===== src/rtl/pc_gen_pkg.sv =====
// pc_gen_pkg: shared PC vectors, increment and next-PC source encoding
package pc_gen_pkg;
    localparam logic [31:0] PC_RESET_VEC = 32'h0000_3000;
    localparam logic [31:0] PC_EXC_VEC = 32'h0000_4180;
    localparam int PC_INC = 4;
    typedef enum logic [2:0] {SEQ, BR, RAS, EXC, ERET, HOLD} pc_src_e;
endpackage


===== src/rtl/pc_gen_if.sv =====
// pc_gen_if: fetch PC request/response bundle between pipeline control and pc_gen
interface pc_gen_if #(parameter int WIDTH = 32);
    logic stall, br_taken, exc, eret, call, ret, pc_misaligned, ras_hit;
    logic [WIDTH-1:0] br_target, exc_pc, call_link, pc, epc;
    modport master (
        output stall, br_taken, br_target, exc, exc_pc, eret, call, call_link, ret,
        input pc, epc, pc_misaligned, ras_hit
    );
    modport slave (
        input stall, br_taken, br_target, exc, exc_pc, eret, call, call_link, ret,
        output pc, epc, pc_misaligned, ras_hit
    );
endinterface


===== src/rtl/pc_ras.sv =====
// pc_ras: circular return-address stack, push on full overwrites the oldest entry
module pc_ras #(
    parameter int WIDTH = 32,
    parameter int DEPTH = 4
) (
    input  logic             clk,
    input  logic             rst,
    input  logic             push,
    input  logic             pop,
    input  logic             flush,
    input  logic [WIDTH-1:0] din,
    output logic [WIDTH-1:0] dout,
    output logic             empty
);
    localparam int PW = $clog2(DEPTH);
    logic [WIDTH-1:0] mem [DEPTH];
    logic [PW-1:0] top, wr_addr;
    logic [PW:0] cnt;
    logic pop_eff, wr_en;
    assign empty = cnt == '0;
    assign dout = mem[top];
    assign pop_eff = pop && !empty;
    assign wr_en = push && !flush;
    // pop+push rewrites the current top in place
    assign wr_addr = pop_eff ? top : top + PW'(1);
    always_ff @(posedge clk) begin
        if (wr_en) mem[wr_addr] <= din;
    end
    always_ff @(posedge clk or posedge rst) begin
        if (rst) begin
            top <= '0;
            cnt <= '0;
        end else if (flush) begin
            cnt <= '0;
        end else if (push && !pop_eff) begin
            top <= top + PW'(1);
            cnt <= (cnt == (PW+1)'(DEPTH)) ? cnt : cnt + (PW+1)'(1);
        end else if (pop_eff && !push) begin
            top <= top - PW'(1);
            cnt <= cnt - (PW+1)'(1);
        end
    end
endmodule


===== src/rtl/pc_gen.sv =====
// pc_gen: fetch PC and EPC registers with prioritised next-PC select; RAS prediction under PC_RAS_EN
module pc_gen
    import pc_gen_pkg::*;
#(
    parameter int WIDTH = 32,
    parameter logic [WIDTH-1:0] RESET_VEC = WIDTH'(PC_RESET_VEC),
    parameter logic [WIDTH-1:0] EXC_VEC = WIDTH'(PC_EXC_VEC),
    parameter int RAS_DEPTH = 4
) (
    input logic clk,
    input logic rst,
    pc_gen_if.slave bus
);
    pc_src_e src;
    logic [WIDTH-1:0] pc_q, epc_q, pc_next, ras_top;
    logic ras_empty, hit_q;
`ifdef PC_RAS_EN
    logic take;
    // decode-side stack ops only when the decode instruction is neither held nor squashed
    assign take = !(bus.stall || bus.exc || bus.eret);
    pc_ras #(.WIDTH(WIDTH), .DEPTH(RAS_DEPTH)) u_ras (
        .clk   (clk),
        .rst   (rst),
        .push  (bus.call && take),
        .pop   (bus.ret && take),
        .flush (bus.exc),
        .din   (bus.call_link),
        .dout  (ras_top),
        .empty (ras_empty)
    );
`else
    localparam int unused_depth = RAS_DEPTH;
    logic unused_ras;
    assign unused_ras = ^{bus.call, bus.call_link};
    assign ras_top = '0;
    assign ras_empty = 1'b1;
`endif
    always_comb begin
        src = bus.exc ? EXC :
              bus.eret ? ERET :
              bus.stall ? HOLD :
              bus.br_taken ? BR :
              (bus.ret && !ras_empty) ? RAS : SEQ;
        pc_next = (src == EXC) ? EXC_VEC :
                  (src == ERET) ? epc_q :
                  (src == HOLD) ? pc_q :
                  (src == BR) ? bus.br_target :
                  (src == RAS) ? ras_top : pc_q + WIDTH'(PC_INC);
    end
    always_ff @(posedge clk or posedge rst) begin
        if (rst) begin
            pc_q <= RESET_VEC;
            epc_q <= '0;
            hit_q <= 1'b0;
        end else begin
            pc_q <= pc_next;
            if (bus.exc) epc_q <= bus.exc_pc;
            hit_q <= src == RAS;
        end
    end
    assign bus.pc = pc_q;
    assign bus.epc = epc_q;
    assign bus.ras_hit = hit_q;
    assign bus.pc_misaligned = |pc_q[1:0];
endmodule


===== src/flat_wrapper.sv =====
// flat-port wrapper written by rule: the top's interface ports become plain ports
module pc_gen_flat import pc_gen_pkg::*;
#(
    parameter int WIDTH = 32,
    parameter logic [WIDTH-1:0] RESET_VEC = WIDTH'(PC_RESET_VEC),
    parameter logic [WIDTH-1:0] EXC_VEC = WIDTH'(PC_EXC_VEC),
    parameter int RAS_DEPTH = 4
)
  (clk, rst, bus_stall, bus_br_taken, bus_br_target, bus_exc, bus_exc_pc, bus_eret, bus_call, bus_call_link, bus_ret, bus_pc, bus_epc, bus_pc_misaligned, bus_ras_hit);
  pc_gen_if #(.WIDTH(WIDTH)) bus_i ();
  input logic clk;
  input logic rst;
  input wire logic [$bits(bus_i.stall)-1:0] bus_stall;
  input wire logic [$bits(bus_i.br_taken)-1:0] bus_br_taken;
  input wire logic [$bits(bus_i.br_target)-1:0] bus_br_target;
  input wire logic [$bits(bus_i.exc)-1:0] bus_exc;
  input wire logic [$bits(bus_i.exc_pc)-1:0] bus_exc_pc;
  input wire logic [$bits(bus_i.eret)-1:0] bus_eret;
  input wire logic [$bits(bus_i.call)-1:0] bus_call;
  input wire logic [$bits(bus_i.call_link)-1:0] bus_call_link;
  input wire logic [$bits(bus_i.ret)-1:0] bus_ret;
  output wire logic [$bits(bus_i.pc)-1:0] bus_pc;
  output wire logic [$bits(bus_i.epc)-1:0] bus_epc;
  output wire logic [$bits(bus_i.pc_misaligned)-1:0] bus_pc_misaligned;
  output wire logic [$bits(bus_i.ras_hit)-1:0] bus_ras_hit;
  assign bus_i.stall = bus_stall;
  assign bus_i.br_taken = bus_br_taken;
  assign bus_i.br_target = bus_br_target;
  assign bus_i.exc = bus_exc;
  assign bus_i.exc_pc = bus_exc_pc;
  assign bus_i.eret = bus_eret;
  assign bus_i.call = bus_call;
  assign bus_i.call_link = bus_call_link;
  assign bus_i.ret = bus_ret;
  assign bus_pc = bus_i.pc;
  assign bus_epc = bus_i.epc;
  assign bus_pc_misaligned = bus_i.pc_misaligned;
  assign bus_ras_hit = bus_i.ras_hit;
  pc_gen #(.WIDTH(WIDTH), .RESET_VEC(RESET_VEC), .EXC_VEC(EXC_VEC), .RAS_DEPTH(RAS_DEPTH)) u_core (.clk(clk), .rst(rst), .bus(bus_i));
endmodule

===== config.mk =====
export PLATFORM = sky130hd
export DESIGN_NAME = pc_gen_flat
export DESIGN_NICKNAME = d
export VERILOG_FILES = /design/src/rtl/pc_gen_pkg.sv /design/src/rtl/pc_gen_if.sv /design/src/rtl/pc_ras.sv /design/src/rtl/pc_gen.sv /design/src/flat_wrapper.sv
export SDC_FILE = /design/constraint.sdc
export NUM_CORES = 1
export LEC_CHECK = 0
export ABC_AREA = 0
export BUFFER_PORTS_ARGS = -buffer_cell sky130_fd_sc_hd__buf_2
export CAP_MARGIN = 0
export CORE_UTILIZATION = 43
export DETAILED_ROUTE_END_ITERATION = 12
export PLACE_DENSITY_LB_ADDON = 0.3
export SLEW_MARGIN = 20
export SYNTH_ARGS = -nofsm -noshare
export SYNTH_HDL_FRONTEND = slang
export SYNTH_SLANG_ARGS = --single-unit

===== constraint.sdc =====
create_clock -name clk -period 2.2 [get_ports clk]
set_input_delay 0.55 -clock clk [delete_from_list [all_inputs] [get_ports clk]]
set_output_delay 0.55 -clock clk [all_outputs]
set_load 0.01 [all_outputs]

==> impl_metrics.csv <==
group,metric,value,unit
setup_path,worst-setup-path-type,"flip-flop to flip-flop",
setup_path,cp_data_required_time,2490,ps
setup_path,rrSetupSlack,120,ps
finish,n_fill_cell,754,
setup_path,cp.arrival,2370,ps
yosys,synthArstFlopShare,1.00,
power_and_ir_drop,power_density,687,nW/um^2
floorplan,initial_utilization,0.448,
floorplan,io_pins,170,
global_routing,grt_max_degree,66,
yosys,syn-num-nets,493,
global_routing,gr-usage-all-layers,0.261,
finish,nNetsFinal,634,
hold_path,min_path_type,"input port to asynchronous set/reset pin",
yosys,syn_avg_cell_area,9.57,sq um
yosys,synth.area.top_cells,"dfrtp_1, mux2_2, a21oi_1, mux2i_1, nand2_1",
timing,max_slew_margin,0.619,
yosys,synthCells,388,
setup_path,crit_fanout,8,
job,drv_cap,0,
clocking,clkLatencyLatePin,360,ps
timing,drv_slew,0,
global_routing,grt-ovfl-total,0,
yosys,yosysWarnings,0,
setup_path,reg2regPathDepth,6,
clocking,htreeDepth,3,
finish,multi_input_area,1940,sq um
yosys,yosys.area.top_type_share,0.424,
timing,fin_setup_tns,0,ps
yosys,synth_edf_count,0,
yosys,synth_top_cell_by_area,"dfrtp_1",
clocking,cts_buffers,9,
yosys,dominantRegCellSynth,"dfrtp_1",
floorplan,rows,33,
setup_path,crit_chain,"ha_1, and4_1, nand3_4, or4_1, a21oi_1, a211o_1",
setup_path,startpoint_type,"flip-flop",
finish,syn2layout_area_growth,30.2,%
timing,hold_violations,0,
yosys,synth.distinct_cells,55,
finish,n_antenna_cell,0,
route,vias,3669,
floorplan,fp.dieArea,9010,sq um
setup_path,slowest_stage,"or4_1",
route,wire_per_inst,17.4,microns
setup_path,reg2reg_from,"u_core.bus.pc[2]",
setup_path,r2r-end,"u_core.bus.pc[20]",
status,outcome,"completed",
route,dr.pass1.iters,4,
global_routing,grt_pass1_vias,3437,
timing,tightest_slew,572,ps
timing,setup_violations,0,
timing,worst_slack,122,ps
clocking,cts_buffer_depth,2,
global_routing,grt_pass1_wl,17.9,mm
finish,drive_above_1_share,0.412,
clocking,cts.sinks,65,
finish,fin_util,0.583,
floorplan,die_w,94.9,microns
route,drt_wl_total,11.1,mm
yosys,ys_seq_elements,65,
route,drtAntennaViolNets,0,
setup_path,endpoint_kind,"flip-flop",
placement,hpwl,8.01,mm
clocking,cts_tree,"built",
floorplan,coreArea,8300,sq um
setup_path,cpPeakStageDelay,530,ps
yosys,ys_top_cells_by_count,"dfrtp_1, a21oi_1, mux2_2, nand2_1, nor2_1",
global_routing,antenna_found_initial,0,
floorplan,die_h,94.9,microns
clocking,root_buffer,"clkbuf_8",
timing,rsz0062_at_grt,"false",
timing,skew,15.0,ps
placement,pre_cts_ws,129,ps
placement,portBuffers,135,
power_and_ir_drop,power_leakage,2.17,nW
timing,finalCritPeriodShare,0.945,
route,drt_iter0_markers,270,
clocking,path_clk_slew,90,ps
yosys,yosysMostFrequentCell,"dfrtp_1",
yosys,synth_seq_area_share,0.439,
yosys,syn_area,3710,sq um
route,drc_errors,0,
power_and_ir_drop,vdd_drop_max,0.000384,V
route,viasPerCell,5.74,
finish,seqCellArea,1630,sq um
placement,finalWeightedCongestion,0.861,
timing,fin_crit,2080,ps
timing,holdWs,253,ps
timing,clock.fmax,481,MHz
[worst max path at each step]
stage | start | cells past startpoint | slack (ps) | endpoint
final | u_core.bus.pc[2] | 6 | 120 | u_core.bus.pc[20]
after global routing | u_core.bus.pc[2] | 6 | 30 | u_core.bus.pc[20]
after CTS | u_core.bus.pc[2] | 6 | 110 | u_core.bus.pc[20]
after detailed placement | bus_exc | 6 | 130 | u_core.bus.pc[19]
after global placement | bus_exc | 6 | 160 | u_core.bus.pc[19]
after floorplan | rst | 1 | 30 | u_core.bus.epc[0]
[cell usage in the layout, fill, tap and decap left out, types with 4 or more instances in the layout]
cell type | netlist | routed
o22ai_1 | 10 | 10
mux2i_1 | 12 | 12
nor2_1 | 29 | 29
nor3_1 | 11 | 11
mux2_2 | 32 | 32
inv_1 | 7 | 6
buf_4 | 3 | 23
a211oi_1 | 4 | 4
nand3_1 | 16 | 16
clkbuf_8 | 0 | 9
a21oi_1 | 34 | 34
nand2_1 | 32 | 32
o221ai_1 | 8 | 8
dfrtp_1 | 63 | 63
o21ai_0 | 21 | 21
xnor2_1 | 9 | 9
and4_1 | 4 | 4
buf_2 | 3 | 135
nor4_1 | 5 | 5
nand4_1 | 11 | 11
[per-stage QoR]
stage | cell area (sq um) | total power [mW] | instances
final | 4840 | 3.33 | 639
after global routing | 4840 | 3.48 | 639
after detailed placement | 4590 | 2.08 | 623
after global placement | 4590 | 2.06 | 623
after floorplan | 3710 | 1.78 | 388
after CTS | 4830 | 3.34 | 639
[registers in the layout, summed over array words and instances, names as in the netlist]
| signal | count |
|---|---|
| u_core.bus.epc | 32 |
| u_core.bus.pc | 32 |
| u_core.bus.ras_hit | 1 |
[where the power goes]
group	internal, mW	leakage [nW]	switching, mW
combinational	0.294	1.25	0.331
sequential	1.31	0.792	0.128
clock	0.755	0.124	0.513
total	2.35	2.17	0.972
[logic make-up (layout without fill, tap and decap cells)]
group	Yosys count	count (layout)	synth area share
other cells	1	1	0.00101
xor+xnor	10	10	0.0236
simple gates	129	129	0.191
flops	65	65	0.439
compound gates	102	102	0.172
fa+ha+maj	1	1	0.00337
buf+inv	36	182	0.0408
mux	44	44	0.129
[final cells by class]
cell class / instances / area share
clock buffers: 9 / 0.0256
flip-flops and latches: 65 / 0.337
repair buffers: 159 / 0.179
clock inverters: 7 / 0.0243
multi-input cells: 287 / 0.401
inverters: 7 / 0.00543
well taps: 105 / 0.0272
[what timing repair did]
| action | in CTS | in global routing |
|---|---|---|
| setup buffers | 0 | 0 |
| setup endpoints to repair | 0 | 2 |
| hold buffers | 0 | 0 |
| gates resized for setup | 0 | 1 |
[metal layers]
| metal | GRT usage | vias up | share of wire |
|---|---|---|---|
| met5 | 0 | - | 0 |
| met4 | 0.114 | 0 | 0.026 |
| met3 | 0.0572 | 26 | 0.079 |
| met2 | 0.385 | 168 | 0.46 |
| met1 | 0.367 | 1754 | 0.44 |
| li1 | - | 1721 | - |
[worst max-delay path, delay by kind of cell, from the launching register on]
family          cells  cell delay [ps]
compound gates      2              290
fa+ha+maj           1              280
flops               1              430
simple gates        3             1010
(Power assumes the default switching activity.)
